--- src/rtl/aes_uart_ctrl.sv ---
// Sequencer between the UART byte receiver and the AES-128 core: gathers a
// 16-byte block, runs one encrypt/decrypt operation, streams the result back out.
module aes_uart_ctrl #(
   parameter int unsigned TIMEOUT_CYC = 1_000_000
) (
   input  logic         clk,
   input  logic         rst_n,
   input  logic         rx_valid,
   input  logic [7:0]   rx_data,
   input  logic         work,
   input  logic         enc,
   output logic         aes_start,
   output logic         aes_enc,
   output logic [127:0] aes_din,
   input  logic         aes_done,
   input  logic [127:0] aes_dout,
   output logic         tx_valid,
   output logic [7:0]   tx_data,
   input  logic         tx_ready,
   output logic         busy,
   output logic         overrun,
   output logic         timeout
);

   localparam int unsigned    TW   = $clog2(TIMEOUT_CYC + 1);
   localparam logic [TW-1:0]  TERM = TW'(TIMEOUT_CYC - 1);

   typedef enum logic [2:0] {
      S_IDLE,
      S_LOAD,
      S_START,
      S_WAIT,
      S_SEND
   } state_t;

   state_t         state;
   logic [3:0]     cnt;
   logic [TW-1:0]  tcnt;
   logic [127:0]   result;
   logic [3:0]     idx;
   logic [3:0]     idx_nxt;

   assign idx_nxt = idx + 4'd1;

   // NOTE: every register in this block uses <= so all next-state decisions
   // read the values from before the clock edge, independent of statement order.
   always_ff @(posedge clk or negedge rst_n) begin
      if (!rst_n) begin
         state     <= S_IDLE;
         cnt       <= '0;
         tcnt      <= '0;
         idx       <= '0;
         // NOTE: the 128-bit data registers are reset too, so no stale block
         // or half-sent result survives a reset.
         aes_din   <= '0;
         result    <= '0;
         aes_start <= 1'b0;
         aes_enc   <= 1'b1;
         tx_valid  <= 1'b0;
         tx_data   <= '0;
         busy      <= 1'b0;
         overrun   <= 1'b0;
         timeout   <= 1'b0;
      end else begin
         aes_start <= 1'b0;
         timeout   <= 1'b0;
         overrun   <= rx_valid && (state inside {S_START, S_WAIT, S_SEND});

         unique case (state)
            S_IDLE: begin
               if (rx_valid && work) begin
                  aes_din[127:120] <= rx_data;
                  cnt              <= 4'd1;
                  tcnt             <= '0;
                  busy             <= 1'b1;
                  state            <= S_LOAD;
               end
            end

            S_LOAD: begin
               if (!work) begin
                  cnt   <= '0;
                  tcnt  <= '0;
                  busy  <= 1'b0;
                  state <= S_IDLE;
               end else if (rx_valid) begin
                  // A byte arriving on the terminal count still wins.
                  aes_din[{~cnt, 3'b000} +: 8] <= rx_data;
                  cnt  <= cnt + 4'd1;
                  tcnt <= '0;
                  if (cnt == 4'd15) begin
                     aes_start <= 1'b1;
                     aes_enc   <= enc;
                     state     <= S_START;
                  end
               end else if (tcnt == TERM) begin
                  timeout <= 1'b1;
                  cnt     <= '0;
                  tcnt    <= '0;
                  busy    <= 1'b0;
                  state   <= S_IDLE;
               end else begin
                  tcnt <= tcnt + 1'b1;
               end
            end

            S_START: begin
               state <= S_WAIT;
            end

            S_WAIT: begin
               if (aes_done) begin
                  result   <= aes_dout;
                  idx      <= '0;
                  tx_valid <= 1'b1;
                  tx_data  <= aes_dout[127:120];
                  state    <= S_SEND;
               end
            end

            S_SEND: begin
               if (tx_ready) begin
                  if (idx == 4'd15) begin
                     tx_valid <= 1'b0;
                     busy     <= 1'b0;
                     state    <= S_IDLE;
                  end else begin
                     idx     <= idx_nxt;
                     tx_data <= result[{~idx_nxt, 3'b000} +: 8];
                  end
               end
            end

            default: begin
               state <= S_IDLE;
            end
         endcase
      end
   end

endmodule

--- config.mk ---
export PLATFORM = sky130hd
export DESIGN_NAME = aes_uart_ctrl
export DESIGN_NICKNAME = d
export VERILOG_FILES = /design/src/rtl/aes_uart_ctrl.sv
export SDC_FILE = /design/constraint.sdc
export NUM_CORES = 1
export LEC_CHECK = 0
export BUFFER_PORTS_ARGS = -buffer_cell sky130_fd_sc_hd__buf_2
export CORE_MARGIN = 2
export CORE_UTILIZATION = 50
export DETAILED_ROUTE_END_ITERATION = 8
export PLACE_DENSITY = 0.86
export SKIP_CTS_REPAIR_TIMING = 1
export SLEW_MARGIN = 0
export SYNTH_ARGS = -nofsm -noshare
export SYNTH_HDL_FRONTEND = slang
export SYNTH_SLANG_ARGS = --single-unit
--- constraint.sdc ---
create_clock -name clk -period 2.35 [get_ports clk]
set_input_delay 0.5875 -clock clk [delete_from_list [all_inputs] [get_ports clk]]
set_output_delay 0.5875 -clock clk [all_outputs]
set_load 0.005 [all_outputs]
## Yosys cells after proc, flatten, opt, wreduce, memory -nomap -nowiden

Cells that the tools add are included.

| storage, ports and cells | value |
|---|---|
| register bits | 301 |
| bits in latches | 0 |
| RAM bits | 0 |
| bits in read-only memories | 0 |
| input port bits | 143 |
| output and inout bits | 142 |
| memories | 0 |

| cells by class | value |
|---|---|
| add/sub/neg operators | 4 |
| $mul | 0 |
| div/mod/pow operators | 0 |
| $lt $le $gt $ge | 0 |
| equal/unequal tests | 18 |
| shifts and indexed selects | 3 |
| muxes and demuxes | 49 |
| bitwise operators | 2 |
| reductions and logical operators | 17 |

Operators by type and width:

| kind | count |
|---|---|
| $mux 128 | 2 |
| $bwmux 128 | 1 |
| $shift 8x9->128 const A | 1 |
| $shiftx 128x8->8 | 1 |
| $shiftx 8x9->128 | 1 |
| $mux 20 | 4 |
| $pmux 20 s2 | 1 |
| $mux 8 | 4 |
| $pmux 8 s2 | 2 |
| $mux 4 | 7 |
| $mux 3 | 8 |
| $add 20x1->20 const B | 1 |
| $eq 20x20->1 const B | 1 |
| $pmux 4 s2 | 2 |
| $reduce_and 4->1 | 4 |
| $mux 1 | 15 |
| $pmux 3 s5 | 1 |
| $ne 2x2->1 const B | 6 |
| $reduce_and 6->1 | 2 |
| $neg 7->9 | 1 |
| $add 4x1->4 const B | 2 |
| $eq 4x4->1 const B | 2 |
| $ne 4x4->1 const B | 2 |
| $not 4->4 | 2 |
| 13 further kinds | 20 |

## Longest topological paths before layout

Gate-level depths: netlist (run 1).

| depth | value |
|---|---|
| word-level depth | 7 |
| depth in mapped cells | 8 |

## Least setup slack after synthesis (run 1)

OpenSTA, ideal clock, no wires.

| path | value |
|---|---|
| path type | register -> register |
| start | reg idx[1] |
| end | reg tx_data[6] |
| arrival time | 2.188 ns |
| setup slack | 0.027 ns |
| cell stages (with the launch flop) | 8 |
| cells stage by stage | dfrtp_1 -> ha_1 -> clkbuf_1 -> clkbuf_1 -> mux4_2 -> a21boi_0 -> a2111oi_0 -> o31ai_1 |

| between the ends | value |
|---|---|
| longest elaborated chain between the ends | 6 |
| elaborated cells on any way between the ends | 9 |

RTL lines:

| item | line | source |
|---|---|---|
| start: declaration | 40 | `logic [3:0] idx;` |
| start signal: assignment | 128 | `idx <= idx_nxt;` |
| $add 4x1->4 | 43 | `assign idx_nxt = idx + 4'd1;` |
| $not 4->4 | 129 | `tx_data <= result[{~idx_nxt, 3'b000} +: 8];` |
| $shiftx 128x8->8 | 129 |  |
| $mux 8 | 123 | `if (idx == 4'd15) begin` |
| $mux 8 | 122 | `if (tx_ready) begin` |
| $pmux 8 s2 | 69 | `unique case (state)` |
| end signal: assignment | 116 | `tx_data <= aes_dout[127:120];` |
| end signal: assignment | 129 |  |
| end: declaration | 18 | `output logic [7:0] tx_data,` |

Several ways; a longest one is shown, not always the timed one. The select of a mux whose other input is x is not followed.
A chain may end at the register's enable or synchronous reset.

## Worst setup path after layout (run 1)

| path | value |
|---|---|
| start | reg idx[0] |
| end | reg tx_data[2] |

The elaborated chain is that of the path after synthesis.

==> results.json, run 1 <==
{
  "avgSynthCellArea_sq_um": 10.32,
  "hold_viol": 0,
  "drv_slew": 0,
  "worst-path-max-fanout": 22,
  "crit_type": "reg2reg",
  "clk_pin_slew_ns": 0.06,
  "yosys_most_used_dff": "dfrtp_1",
  "p_sw_mw": 6.068,
  "yosys-top-cells-area": "dfrtp_1 (56%), nand2_1 (13%), mux2_2 (6.9%), mux4_2 (5.4%), o31ai_1 (1.9%)",
  "area_growth_pct": 24.05,
  "ir_drop_mv": 0.7171,
  "clkPwrFrac_pct": 26.1,
  "p_seq_share_pct": 41.7,
  "syn-instance-count": 1299,
  "synth_top_area_cell": "dfrtp_1",
  "syn-num-nets": 1447,
  "sw_frac_of_total_pct": 34.03,
  "finalWirelength_mm": 36.88,
  "fin_hold_ws_ns": 0.01237,
  "yosys.cell_types.count": 63,
  "fp.dieW_microns": 167.7,
  "vias": 11080,
  "die-area_sq_um": 28130,
  "min_path_type": "in2async",
  "crit_arrival_ns": 2.71,
  "grt_max_degree": 76,
  "drc": 0,
  "grt_pass1_vias": 11060,
  "p_per_area_nw_per_um2": 1072,
  "globalplace.congestion": 0.8736,
  "start_util_pct": 51.15,
  "fin_crit_sh_pct": 97.32,
  "crit_path_end_kind": "register",
  "fin_tns_setup_ns": 0,
  "synth-edff-count": 0,
  "dp_hpwl_mm": 25.93,
  "yosysSeqAreaShare_pct": 56.20,
  "cts_buffer_depth": 3,
  "die_h_microns": 167.7,
  "core_sq_um": 26210,
  "ys_ff_latch": 301,
  "yosys-top-cells-count": "nand2_1 (481), dfrtp_1 (300), mux2_2 (82)",
  "relSlewSlack_pct": 57.66,
  "worst-path-buf-inv": 2,
  "yosysMostFrequentCell": "nand2_1",
  "grt_use_total_pct": 26.40,
  "grt-ovfl-total": 0,
  "grt_pass1_wl_mm": 59.28,
  "rsz0062_at_grt": "no",
  "async_flop_share_pct": 100.0,
  "synth_top_area_share_pct": 56.01,
  "antenna_found_initial": 4,
  "ios": 285,
  "status": "finished, final reports clean",
  "cts_sinks": 301,
  "final_nets": 1759,
  "slowest_stage": "ha_2",
  "place_area_sq_um": 15590,
  "comb_power_share_pct": 32.2,
  "drt_iter0_drc": 1031,
  "setup-violations-final": 0,
  "worstPathCellList": "ha_2, buf_12, mux4_2, inv_1, o22ai_1, a2111oi_2, o31ai_1",
  "tightest_slew_ns": 0.6352,
  "drt.antenna.violating_nets": 0,
  "max_cap_viol_count": 0,
  "post_drt_via_cell_ratio": 5.623,
  "internal-power_mw": 11.76,
  "max_stage_delay_ns": 0.46,
  "start_kind": "register",
  "cts-root-buf": "clkbuf_16",
  "leakagePower_nw": 8.699,
  "cts_made_buffers": 30,
  "drive_gt1_share_pct": 33.23,
  "max_freq_ghz": 0.4373,
  "cts-htree-levels": 1,
  "yosysWarnings": 0,
  "clk_latency_ns": 0.55,
  "dr.pass1.iters": 5,
  "post_drt_wl_per_cell_microns": 18.72,
  "design_area_sq_um": 16630,
  "skew_ns": 0.01519,
  "cts_tree": "done",
  "num_rows": 59,
  "min_period_ns": 2.287,
  "cp.required_ns": 2.77,
  "synth_area_sq_um": 13400,
  "io_buffers": 284,
  "critPathTopFamily": "compound AO/OA/AOI/OAI gates"
}
logic make-up after synthesis:
group                    share of synthesized area, %
AND/OR/NAND/NOR                                 19.74
flip-flops                                      56.20
AO/OA/AOI/OAI                                   7.328
multiplexers                                    13.01
buffers and inverters                           2.987
adder cells (fa/ha/maj)                        0.4667
XOR/XNOR                                       0.2613
cells in the final DEF, fill, tap and decap left out, drive strengths merged, types with 5 or more instances in the layout:
cell type  instances
or3                7
mux4              32
a2111oi            8
ha                 5
nand2            482
o31ai             34
inv               33
mux2i             10
and3              13
nor2              35
nor3b              6
dfrtp            300
nand3             23
o22ai              8
mux2              82
nor3              10
o21ai             46
clkbuf            39
nand3b             6
a21boi             8
a22o               6
a21oi             14
nor2b              9
clkinv            12
nand4              5
buf              349
cell type report:
| cell class | instances | area (sq um) |
|---|---|---|
| Inverter | 33 | 123.9 |
| Fill cell | 1963 | 9578 |
| Multi-Input combinational cell | 896 | 5514 |
| Clock inverter | 13 | 112.6 |
| Clock buffer | 39 | 854.6 |
| Timing Repair Buffer | 349 | 2057 |
| Tap cell | 335 | 419.2 |
| Antenna cell | 4 | 10.01 |
| Sequential cell | 301 | 7537 |
worst register-to-register path, cell delays in order (launching register included):
cell       delay, ns
dfrtp_2         0.43
ha_2            0.46
buf_12          0.22
mux4_2          0.32
inv_1           0.06
o22ai_1         0.13
a2111oi_2       0.41
o31ai_1         0.14
per-stage QoR:
stage | cells | total power, mW | setup WS [ns] | util, %
2_1_floorplan | 1299 | 10.87 | 0.02703 | -
3_3_place_gp | 1913 | 12.78 | 0.03744 | 59.50
3_5_place_dp | 1913 | 13.06 | -0.1756 | 59.50
4_1_cts | 1965 | 17.82 | -0.2141 | 63.19
5_1_grt | 1970 | 18.80 | 0.006381 | 63.45
6_report | 1970 | 17.83 | 0.06308 | 63.45
registers in the layout (all words and copies together), names as in the netlist:
register,flops
aes_din,128
cnt,4
tx_data,8
result,128
state,3
busy,1
idx,4
tcnt,20
timeout,1
aes_start,1
tx_valid,1
overrun,1
aes_enc,1
metal layers:
layer / global-route usage, % / share of wire [%] / wire [microns]
met3: 3.593 / 6.0 / 2215
met5: 0 / 0 / 0
met4: 13.08 / 5.1 / 1898
met2: 43.73 / 49 / 18090
met1: 34.54 / 40 / 14680
power by group through the flow:
stage,Sequential (mW),Combinational (mW),Clock (mW)
after floorplan,7.18,3.69,0
after global placement,7.39,5.39,0
after detailed placement,7.46,5.61,0
after CTS,7.40,5.71,4.71
after global routing,7.57,6.31,4.92
final,7.43,5.75,4.66
path summary, 6_finish.rpt:
check | startpoint | to | slack (ns) | cells after the start
max | idx[0] | tx_data[2] | 0.06 | 7
min | rst_n | aes_din[88] | 0.01 | 1
max reg2reg | idx[0] | tx_data[2] | 0.06 | 7
min reg2reg | result[32] | result[32] | 0.47 | 2
max in group asynchronous | rst_n | result[100] | 1.60 | 2
min in group clk | aes_dout[69] | result[69] | 0.22 | 3
Note: power is estimated with default switching activity, not from simulation.
==> inputs of run 2 (changes only) <==
- BUFFER_PORTS_ARGS: -buffer_cell sky130_fd_sc_hd__buf_2 -> default
- DONT_BUFFER_PORTS: default -> 1
- PLACE_DENSITY: 0.86 -> 0.77
==> run 2 against run 1 <==
Net effect:
- the run now ends with hold timing left
- core utilization is 5.4 points lower
- critical path depth unchanged
- total power is 0.34% lower
- worst hold slack worse by 0.27 ns
- critical path type unchanged
==> results.json, run 2 (synthesis results as in run 1) <==
{
  "start_util_pct": 51.15,
  "fin_ws_ns": 0.008321,
  "dp_hpwl_mm": 23.77,
  "cp.required_ns": 2.76,
  "total_power_mw": 17.77,
  "setup-violations-final": 0,
  "slowest_stage": "a2111oi_1",
  "clk_latency_ns": 0.56,
  "drc": 0,
  "drt_iter0_drc": 809,
  "skew_ns": 0.005953,
  "layout_commonest_cell": "nand2_1",
  "start_kind": "register",
  "min_period_ns": 2.342,
  "grt-ovfl-total": 0,
  "reg_top3": "aes_din: 128 flops, result: 128 flops, tcnt: 20 flops",
  "worst-path-max-fanout": 12,
  "ios": 285,
  "cts_buffer_depth": 3,
  "drive_gt1_share_pct": 19.30,
  "grt_pass1_wl_mm": 54.82,
  "diodes": 0,
  "layout_common_cells": "nand2_1 (481), dfrtp_1 (298), mux2_2 (82), buf_4 (46), o21ai_0 (45)",
  "die_h_microns": 167.7,
  "final_util_pct": 58.05,
  "cts_sinks": 301,
  "crit_path_end_kind": "register",
  "die-area_sq_um": 28130,
  "ir_drop_mv": 0.6396,
  "cts-root-buf": "clkbuf_16",
  "grt_max_degree": 302,
  "dr.pass1.iters": 5,
  "grt_pass1_vias": 9889,
  "p_per_area_nw_per_um2": 1168,
  "crit_arrival_ns": 2.75,
  "area_growth_pct": 13.50,
  "violations": "hold timing",
  "core_sq_um": 26210,
  "fin_cells": 1677,
  "grt_use_total_pct": 24.47,
  "hold_viol": 300,
  "worstPathCellList": "ha_2, buf_4, mux4_2, inv_1, o22ai_1, a2111oi_1, o31ai_1",
  "finalWirelength_mm": 34.35,
  "io_buffers": 0,
  "multi_input_area_sq_um": 5545,
  "fin_crit_sh_pct": 99.65,
  "leakagePower_nw": 7.379,
  "dp_cells": 1618,
  "max_cap_viol_count": 0,
  "worst-path-buf-inv": 2,
  "post_drt_via_cell_ratio": 5.811,
  "critPathTopFamily": "compound AO/OA/AOI/OAI gates",
  "place_area_sq_um": 14040,
  "min_path_type": "in2async",
  "cts_tree": "done",
  "relSlewSlack_pct": 43.16,
  "cts-htree-levels": 1,
  "num-fill-cells": 2111,
  "vias": 9745,
  "antenna_found_initial": 0,
  "pre_cts_ws_ns": -0.009151,
  "max_stage_delay_ns": 0.49,
  "num_rows": 59,
  "max_freq_ghz": 0.4270,
  "drt.antenna.violating_nets": 0,
  "post_drt_wl_per_cell_microns": 20.48,
  "final_nets": 1465,
  "drv_slew": 0,
  "tightest_slew_ns": 0.8481,
  "status": "complete, but fails checks",
  "seq_area_sq_um": 7536,
  "cts_made_buffers": 31,
  "crit_type": "reg2reg",
  "globalplace.congestion": 0.8672,
  "fin_hold_ws_ns": -0.2592,
  "clk_pin_slew_ns": 0.06,
  "fp.dieW_microns": 167.7,
  "design_area_sq_um": 15210
}
-- run 2: changes by cell type in the layout (fill, tap and decap cells not counted), sizes merged --
| cell | before | now |
|---|---|---|
| inv | 33 | 37 |
| diode | 4 | 0 |
| clkinvlp | 0 | 2 |
| clkinv | 12 | 10 |
| bufinv | 1 | 5 |
| buf | 349 | 54 |
| clkbuf | 39 | 37 |
-- run 2: final timing paths --
| path | start | depth (start not counted) | to | slack, ns |
|---|---|---|---|---|
| worst max-delay path | idx[0] | 7 | tx_data[3] | 0.008 |
| worst min-delay path | rst_n | 0 | tcnt[16] | -0.26 |
| worst max register to register | idx[0] | 7 | tx_data[3] | 0.008 |
| worst min register to register | result[33] | 2 | result[33] | 0.47 |
| max in group asynchronous | rst_n | 0 | aes_din[123] | 2.27 |
| min in group clk | aes_dout[13] | 2 | result[13] | 0.13 |
-- run 2: power breakdown --
group          switching, mW  leakage [nW]  internal [mW]
clock network           2.10         0.541           3.10
registers               1.01          3.97           6.54
logic                   2.75          2.87           2.26
-- run 2: layout make-up --
type	instances	share of cell area, %
clock inverters	21	1.645
multi-input cells	896	36.45
flip-flops and latches	301	49.54
well taps	335	2.755
repair buffers	54	3.290
clock buffers	37	5.510
inverters	33	0.8142
-- run 2: metal layers --
layer	vias up	track usage [%]	routed length, microns
li1	4432	-	-
met1	4834	32.57	13860
met2	395	39.67	16520
met3	84	4.562	2496
met4	0	10.59	1472
met5	-	0	0
-- run 2: metrics by stage --
stage                     hold WS, ns   TNS, ns
after global routing          -0.2861  -0.08915
after CTS                     -0.2755  -0.09795
after global placement         0.3200         0
after detailed placement       0.3192  -0.01812
final                         -0.2592         0
after floorplan                0.2919         0
-- run 2: worst reg2reg max path, delay by kind of cell, from the launching register on --
kind,cells,cell delay [ns]
buffers and inverters,2,0.34
muxes,1,0.33
AOI/OAI and AO/OA,3,0.73
DFF,1,0.43
adders and majority gates,1,0.38
